### src/rtl/multiword_adder_seq_if.sv
// Bundle of the request, shared-adder and result handshake signals for multiword_adder_seq.
// slave is the sequencer's view; master is the view of the surrounding logic and adder.
interface multiword_adder_seq_if #(
  parameter int unsigned WORD_WIDTH = 4,
  parameter int unsigned WORDS      = 4
);
  localparam int unsigned DATA_WIDTH = WORD_WIDTH * WORDS;

  logic [DATA_WIDTH-1:0] in_a;
  logic [DATA_WIDTH-1:0] in_b;
  logic                  in_ci;
  logic                  in_sub;
  logic                  in_vld;
  logic                  in_rd;

  logic [WORD_WIDTH-1:0] adder_a;
  logic [WORD_WIDTH-1:0] adder_b;
  logic                  adder_ci;
  logic [WORD_WIDTH-1:0] adder_s;
  logic                  adder_co;

  logic [DATA_WIDTH-1:0] out_s;
  logic                  out_co;
  logic                  out_vld;
  logic                  out_rd;

  modport slave (
    input  in_a, in_b, in_ci, in_sub, in_vld,
    output in_rd,
    output adder_a, adder_b, adder_ci,
    input  adder_s, adder_co,
    output out_s, out_co, out_vld,
    input  out_rd
  );

  modport master (
    output in_a, in_b, in_ci, in_sub, in_vld,
    input  in_rd,
    input  adder_a, adder_b, adder_ci,
    output adder_s, adder_co,
    input  out_s, out_co, out_vld,
    output out_rd
  );
endinterface

### src/rtl/multiword_adder_seq.sv
// Multi-word add/subtract sequenced over one external WORD_WIDTH-bit adder,
// least significant word first, with the inter-word carry held in a register.
module multiword_adder_seq #(
  parameter int unsigned WORD_WIDTH = 4,
  parameter int unsigned WORDS      = 4
) (
  input logic                  clk,
  input logic                  rst,
  multiword_adder_seq_if.slave bus
);
  localparam int unsigned DATA_WIDTH = WORD_WIDTH * WORDS;
  localparam int unsigned IDX_W      = (WORDS > 1) ? $clog2(WORDS) : 1;
  localparam logic [IDX_W-1:0] LAST_IDX = IDX_W'(WORDS - 1);

  typedef enum logic [1:0] {
    IDLE = 2'd0,
    RUN  = 2'd1,
    DONE = 2'd2
  } state_e;

  state_e                state_q;
  logic [DATA_WIDTH-1:0] opa_q;
  logic [DATA_WIDTH-1:0] opb_q;
  logic [DATA_WIDTH-1:0] result_q;
  logic [IDX_W-1:0]      idx_q;
  logic                  carry_q;
  logic                  adder_ci_q;
  logic                  in_rd_q;
  logic                  out_vld_q;

  // Operands shift down one word per pass, so the low word is always the one in
  // flight and both registers are all-zero outside RUN.
  assign bus.adder_a  = opa_q[WORD_WIDTH-1:0];
  assign bus.adder_b  = opb_q[WORD_WIDTH-1:0];
  assign bus.adder_ci = adder_ci_q;
  assign bus.in_rd    = in_rd_q;
  assign bus.out_vld  = out_vld_q;
  assign bus.out_s    = result_q;
  assign bus.out_co   = carry_q;

  always_ff @(posedge clk or posedge rst) begin
    if (rst) begin
      state_q    <= IDLE;
      opa_q      <= '0;
      opb_q      <= '0;
      result_q   <= '0;
      idx_q      <= '0;
      carry_q    <= 1'b0;
      adder_ci_q <= 1'b0;
      in_rd_q    <= 1'b1;
      out_vld_q  <= 1'b0;
    end else begin
      case (state_q)
        IDLE: begin
          if (bus.in_vld) begin
            // Subtract is A + ~B + in_ci, so in_ci acts as an inverted borrow-in.
            opa_q      <= bus.in_a;
            opb_q      <= bus.in_sub ? ~bus.in_b : bus.in_b;
            carry_q    <= bus.in_ci;
            adder_ci_q <= bus.in_ci;
            result_q   <= '0;
            idx_q      <= '0;
            in_rd_q    <= 1'b0;
            state_q    <= RUN;
          end
        end

        RUN: begin
          result_q[idx_q*WORD_WIDTH +: WORD_WIDTH] <= bus.adder_s;
          carry_q <= bus.adder_co;
          opa_q   <= opa_q >> WORD_WIDTH;
          opb_q   <= opb_q >> WORD_WIDTH;
          if (idx_q == LAST_IDX) begin
            idx_q      <= '0;
            adder_ci_q <= 1'b0;
            out_vld_q  <= 1'b1;
            state_q    <= DONE;
          end else begin
            idx_q      <= idx_q + IDX_W'(1);
            adder_ci_q <= bus.adder_co;
          end
        end

        DONE: begin
          if (bus.out_rd) begin
            out_vld_q <= 1'b0;
            in_rd_q   <= 1'b1;
            state_q   <= IDLE;
          end
        end

        default: begin
          out_vld_q <= 1'b0;
          in_rd_q   <= 1'b1;
          state_q   <= IDLE;
        end
      endcase
    end
  end
endmodule

### src/flat_wrapper.sv
// flat-port wrapper written by rule: the top's interface ports become plain ports
module multiword_adder_seq_flat 
#(
  parameter int unsigned WORD_WIDTH = 4,
  parameter int unsigned WORDS      = 4
)
  (clk, rst, bus_in_a, bus_in_b, bus_in_ci, bus_in_sub, bus_in_vld, bus_in_rd, bus_adder_a, bus_adder_b, bus_adder_ci, bus_adder_s, bus_adder_co, bus_out_s, bus_out_co, bus_out_vld, bus_out_rd);
  multiword_adder_seq_if #(.WORD_WIDTH(WORD_WIDTH), .WORDS(WORDS)) bus_i ();
  input logic clk;
  input logic rst;
  input wire logic [$bits(bus_i.in_a)-1:0] bus_in_a;
  input wire logic [$bits(bus_i.in_b)-1:0] bus_in_b;
  input wire logic [$bits(bus_i.in_ci)-1:0] bus_in_ci;
  input wire logic [$bits(bus_i.in_sub)-1:0] bus_in_sub;
  input wire logic [$bits(bus_i.in_vld)-1:0] bus_in_vld;
  output wire logic [$bits(bus_i.in_rd)-1:0] bus_in_rd;
  output wire logic [$bits(bus_i.adder_a)-1:0] bus_adder_a;
  output wire logic [$bits(bus_i.adder_b)-1:0] bus_adder_b;
  output wire logic [$bits(bus_i.adder_ci)-1:0] bus_adder_ci;
  input wire logic [$bits(bus_i.adder_s)-1:0] bus_adder_s;
  input wire logic [$bits(bus_i.adder_co)-1:0] bus_adder_co;
  output wire logic [$bits(bus_i.out_s)-1:0] bus_out_s;
  output wire logic [$bits(bus_i.out_co)-1:0] bus_out_co;
  output wire logic [$bits(bus_i.out_vld)-1:0] bus_out_vld;
  input wire logic [$bits(bus_i.out_rd)-1:0] bus_out_rd;
  assign bus_i.in_a = bus_in_a;
  assign bus_i.in_b = bus_in_b;
  assign bus_i.in_ci = bus_in_ci;
  assign bus_i.in_sub = bus_in_sub;
  assign bus_i.in_vld = bus_in_vld;
  assign bus_in_rd = bus_i.in_rd;
  assign bus_adder_a = bus_i.adder_a;
  assign bus_adder_b = bus_i.adder_b;
  assign bus_adder_ci = bus_i.adder_ci;
  assign bus_i.adder_s = bus_adder_s;
  assign bus_i.adder_co = bus_adder_co;
  assign bus_out_s = bus_i.out_s;
  assign bus_out_co = bus_i.out_co;
  assign bus_out_vld = bus_i.out_vld;
  assign bus_i.out_rd = bus_out_rd;
  multiword_adder_seq #(.WORD_WIDTH(WORD_WIDTH), .WORDS(WORDS)) u_core (.clk(clk), .rst(rst), .bus(bus_i));
endmodule
### config.mk
export PLATFORM = sky130hd
export DESIGN_NAME = multiword_adder_seq_flat
export DESIGN_NICKNAME = d
export VERILOG_FILES = /design/src/rtl/multiword_adder_seq_if.sv /design/src/rtl/multiword_adder_seq.sv /design/src/flat_wrapper.sv
export SDC_FILE = /design/constraint.sdc
export NUM_CORES = 1
export LEC_CHECK = 0
export ABC_AREA = 1
export CORE_MARGIN = 5
export CORE_UTILIZATION = 29
export DETAILED_ROUTE_END_ITERATION = 7
export HOLD_SLACK_MARGIN = 0.1
export PLACE_DENSITY = 0.5
export SKIP_CTS_REPAIR_TIMING = 1
export SLEW_MARGIN = 15
export SYNTH_ARGS = -nofsm -noshare
export SYNTH_HDL_FRONTEND = slang
export SYNTH_SLANG_ARGS = --single-unit
### constraint.sdc
create_clock -name clk -period 1.85 [get_ports clk]
set_input_delay 0.2775 -clock clk [delete_from_list [all_inputs] [get_ports clk]]
set_output_delay 0.2775 -clock clk [all_outputs]
set_load 0.02 [all_outputs]
==> impl_metrics.json, run 1 <==
{
  "die_h_um": 111,
  "period_minus_slack_ns": 1.75,
  "place_area_um2": 3720,
  "cp-end-kind": "output port",
  "synth_top_area_share_pct": 47.0,
  "synth_edf_count": 0,
  "slew_headroom_pct": 67.2,
  "grt_pass1_wl_um": 12800,
  "instances_no_fill": 563,
  "synth_fp_nets": 420,
  "via_per_inst": 4.60,
  "first_iter_violations": 130,
  "cts.sinks": 56,
  "syn_area_per_cell_um2": 7.90,
  "postLayoutSetupSlackWorst_ns": 0.0985,
  "synth_area_leaders": "dfrtp_1, nand3_1, nand2_1",
  "yosysSeqAreaShare_pct": 47.9,
  "status": "finished, final reports clean",
  "finalSetupViolCount": 0,
  "diodes": 0,
  "root_buffer": "clkbuf_8",
  "worst_pin_slew_ns": 0.493,
  "arrival_ns": 1.47,
  "max_stage_delay_ns": 0.60,
  "grt_start_max_net_pins": 51,
  "final_area_um2": 3830,
  "ys_warn_count": 0,
  "io-pin-count": 71,
  "tns_ns": 0,
  "antenna_found_initial": 0,
  "layout.nets": 478,
  "port_buffers": 70,
  "grt_pass1_vias": 2691,
  "rows": 36,
  "syn2layout_area_growth_pct": 30.6,
  "finalCritPeriodShare_pct": 94.7,
  "coreArea_um2": 9820,
  "initial_core_util_pct": 29.8,
  "syn_area_um2": 2930,
  "power.leakage_nw": 1.87,
  "worstSetupPathType": "flop to output port",
  "maxCapViolations": 0,
  "fmax_ghz": 0.571,
  "synth-seq-cells": 56,
  "drive_gt1_share_pct": 6.28,
  "crit_chain": "clkdlybuf4s50_1",
  "drt_wl_total_um": 7570,
  "cts_tree": "built",
  "cts_made_buffers": 5,
  "synth_cells": 371,
  "htreeDepth": 2,
  "drc": 0,
  "hold_path_class": "input pin to async pin",
  "required_ns": 1.57,
  "dp_cells": 555,
  "synthTopCellsByCount": "nand2_1, nand3_1, dfrtp_1",
  "insertion_delay_ns": 0.32,
  "post-route-util_pct": 39.0,
  "rsz0062_at_grt": "false",
  "grt_overflow": 0,
  "ir_drop_mv": 0.503,
  "synthFlopType": "dfrtp_1",
  "timing_max_transition_violations_final": 0,
  "clkTransAtPathRegs_ns": 0.11,
  "post_drt_wl_per_cell_um": 13.5,
  "start_kind": "flop",
  "ys_async_sr_fraction_pct": 100,
  "critPathMaxFanout": 2,
  "hold_viol_final": 0,
  "ant_nets": 0,
  "cp_top_family": "buffers and inverters",
  "hpwl_um": 5170,
  "place_ws_ns": 0.231,
  "synthMostInstantiatedCell": "nand2_1",
  "track_usage_pct": 12.4,
  "dr.pass1.iters": 4,
  "die-area_um2": 12200,
  "synth_cell_types": 23,
  "place.gp.congestion": 0.815,
  "synth_top_area_cell": "dfrtp_1",
  "vias": 2591,
  "final.setup_skew_ns": 0.0108,
  "fp.dieW_um": 111,
  "cts_max_path_buffers": 2,
  "cp.buffers_inverters": 1,
  "power_density_nw_per_um2": 1420,
  "critPathSlowestCell": "clkdlybuf4s50_1"
}
placed cells by master, fill, tap and decap left out, types with 2 or more instances in the layout:
master,n
nor2_1,8
ha_1,6
dfrtp_1,55
inv_2,3
nor2_4,2
xnor2_1,4
nand4_1,4
buf_4,9
nand2_1,108
buf_12,2
clkbuf_8,5
inv_1,24
o21ai_0,14
clkdlybuf4s50_1,70
nand3_1,105
kinds of logic after synthesis:
group | share of synthesized area [%]
buffers and inverters | 9.91
AOI/OAI and AO/OA | 3.46
and+or+nand+nor | 35.0
DFF | 47.9
adders and majority gates | 2.56
xor gates and xnor gates | 1.20
final timing paths:
path,from,end,slack [ns],cells past startpoint
max in group asynchronous,rst,u_core.opb_q[8],1.11,3
worst min register to register,u_core.bus.in_rd,u_core.bus.in_rd,0.49,2
min in group clk,u_core.bus.in_rd,u_core.bus.in_rd,0.49,2
worst max-delay path,u_core.bus.in_rd,bus_in_rd,0.1,1
worst max register to register,u_core.state_q[0],u_core.bus.adder_ci,0.43,7
worst min-delay path,rst,u_core.opa_q[12],0.29,3
layer usage:
layer | track usage, % | part of all wire, % | vias to the layer above | routed length, µm
met2 | 20.4 | 47 | 57 | 3530
met5 | 0 | 0 | - | 0
li1 | - | - | 1314 | -
met1 | 15.7 | 46 | 1216 | 3490
met4 | 3.20 | 0.98 | 0 | 74
met3 | 4.16 | 6.3 | 4 | 479
sequential cells by signal, summed over array words and instances (netlist names):
register,cells
u_core.bus.out_s,16
u_core.opa_q,16
u_core.opb_q,16
u_core.idx_q,2
u_core.state_q,2
u_core.bus.adder_ci,1
u_core.bus.in_rd,1
u_core.bus.out_co,1
u_core.bus.out_vld,1
layout make-up:
type | count | area [µm²]
fillers | 1059 | 5990
clock inverters | 3 | 42.5
inverters | 27 | 101
repair buffers | 81 | 808
clock buffers | 5 | 68.8
well taps | 133 | 166
multi-input cells | 258 | 1240
flip-flops and latches | 56 | 1400
power by group:
part / internal (mW) / switching [mW] / leakage [nW]
registers: 1.67 / 0.280 / 0.735
clock network: 0.402 / 0.429 / 0.0541
logic: 1.07 / 1.58 / 1.08
worst reg2reg max path, delay by kind of cell, from the launching register on:
kind                   cells  cell delay (ns)
and+or+nand+nor            5             0.44
DFF                        1             0.60
buffers and inverters      2             0.32
through the flow:
step           power (mW)  hold WS, ns
6_report             5.43        0.294
5_1_grt              5.89        0.322
4_1_cts              5.52        0.308
3_5_place_dp         4.67        0.478
3_3_place_gp         4.66        0.462
2_1_floorplan        3.82        0.376
(Power assumes the default switching activity.)
==> run 2, diff against run 1 <==
CTS_CLUSTER_SIZE = 30   (was default)
==> results of run 2 <==
The final DEF is identical to that of run 1; final timing and power are the same.
==> run 3, diff against run 2 <==
clock period = 2.2 ns   (was 1.85 ns; I/O delays follow)
==> run 3 against run 2 <==
  * Critical path type unchanged
  * Largest power group unchanged
  * Routed wire length barely moved
  * Sequential share of layout area up 0.17 points
  * Worst setup slack gained 0.33 ns
  * Final cell count decreased by 0.71%
==> impl_metrics.json, run 3 (synthesized netlist as in run 1, its figures left out) <==
{
  "cts_tree": "built",
  "cts_max_path_buffers": 2,
  "arrival_ns": 1.44,
  "layout.nets": 475,
  "hold_path_class": "input pin to async pin",
  "grt_overflow": 0,
  "insertion_delay_ns": 0.31,
  "fmax_ghz": 0.565,
  "io-pin-count": 71,
  "grt_pass1_wl_um": 12800,
  "critPathMaxFanout": 2,
  "r2r_cells": 5,
  "die_h_um": 111,
  "dr.pass1.iters": 4,
  "ir_drop_mv": 0.639,
  "die-area_um2": 12200,
  "period_minus_slack_ns": 1.77,
  "p_clk_share_pct": 17.0,
  "clkTransAtPathRegs_ns": 0.10,
  "crit_chain": "clkdlybuf4s50_1",
  "htreeDepth": 2,
  "rsz0062_at_grt": "false",
  "final.setup_skew_ns": 0.0110,
  "seq_area_um2": 1400,
  "layout_commonest_cell": "nand2_1",
  "p_sw_share_pct": 41.3,
  "antenna_found_initial": 0,
  "post_drt_wl_per_cell_um": 13.5,
  "rows": 36,
  "worst_pin_slew_ns": 0.398,
  "cp-end-kind": "output port",
  "intPower_mw": 2.69,
  "root_buffer": "clkbuf_8",
  "cts_made_buffers": 5,
  "critPathSlowestCell": "clkdlybuf4s50_1",
  "finalCritPeriodShare_pct": 80.5,
  "place.gp.congestion": 0.793,
  "cts.sinks": 56,
  "first_iter_violations": 103,
  "via_per_inst": 4.55,
  "combPwrFrac_pct": 47.0,
  "timing_max_transition_violations_final": 0,
  "ant_nets": 0,
  "vias": 2546,
  "worstSetupPathType": "flop to output port",
  "required_ns": 1.87,
  "diodes": 0,
  "power.leakage_nw": 1.86,
  "multi_input_area_um2": 1240,
  "power_density_nw_per_um2": 1200,
  "port_buffers": 70,
  "hpwl_um": 5130,
  "syn2layout_area_growth_pct": 30.0,
  "cp.depth": 1,
  "drt_wl_total_um": 7570,
  "grt_start_max_net_pins": 57,
  "whs_ns": 0.398,
  "finalSetupViolCount": 0,
  "initial_core_util_pct": 29.8,
  "start_kind": "flop",
  "pwr-share-seq_pct": 36.0,
  "tns_ns": 0,
  "grt_pass1_vias": 2604,
  "hold_viol_final": 0,
  "power_switching_mw": 1.89,
  "status": "finished, final reports clean",
  "maxCapViolations": 0,
  "slew_headroom_pct": 73.4,
  "cp.buffers_inverters": 1,
  "mostFrequentLayoutCells": "nand2_1, nand3_1, clkdlybuf4s50_1",
  "drc": 0,
  "drive_gt1_share_pct": 5.40,
  "cp_top_family": "buffers and inverters",
  "coreArea_um2": 9820,
  "fillers": 1059,
  "fp.dieW_um": 111,
  "track_usage_pct": 12.5,
  "max_stage_delay_ns": 0.61
}
==> run 3: cell count changes in the layout (fill, tap and decap cells not counted), sizes merged <==
cell      change
bufinv        +1
clkinvlp      -1
buf           -3
clkinv        -1
==> run 3: final timing paths <==
check	end	slack (ns)	start
max	bus_in_rd	0.43	u_core.bus.in_rd
min	u_core.opa_q[13]	0.40	rst
max reg2reg	u_core.bus.out_s[15]	0.59	u_core.idx_q[0]
min reg2reg	u_core.bus.in_rd	0.47	u_core.bus.in_rd
max in group asynchronous	u_core.bus.in_rd	1.51	rst
min in group clk	u_core.bus.in_rd	0.47	u_core.bus.in_rd
==> run 3: layout make-up <==
cell class                      instances  share of cell area [%]
Multi-Input combinational cell        258                    32.5
Timing Repair Buffer                   78                    20.3
Clock inverter                          2                    1.58
Sequential cell                        56                    36.8
Inverter                               27                    2.66
Clock buffer                            5                    1.81
Tap cell                              133                    4.37
==> run 3: stage by stage <==
step / utilization, % / cell area, µm² / total power, mW / worst slack [ns] / std cells
detailed placement: 37.5 / 3680 / 3.86 / 0.421 / 552
global placement: 37.5 / 3680 / 3.84 / 0.477 / 552
global route: 38.8 / 3810 / 4.97 / 0.381 / 559
CTS: 38.8 / 3810 / 4.67 / 0.399 / 559
floorplan: - / 2930 / 3.22 / 0.500 / 371
finish: 38.8 / 3810 / 4.58 / 0.429 / 559
==> run 3: per-layer routing <==
layer / wire length, µm / GRT usage (%)
met4: 62 / 3.28
met1: 3550 / 16.4
met2: 3540 / 19.9
met3: 418 / 3.88
met5: 0 / 0
==> run 3: power groups by stage <==
| stage | combinational, mW | clock [mW] | sequential [mW] |
|---|---|---|---|
| after global placement | 2.17 | 0 | 1.67 |
| after floorplan | 1.48 | 0 | 1.74 |
| after CTS | 2.20 | 0.812 | 1.65 |
| final | 2.15 | 0.778 | 1.65 |
| after global routing | 2.42 | 0.848 | 1.70 |
| after detailed placement | 2.19 | 0 | 1.67 |
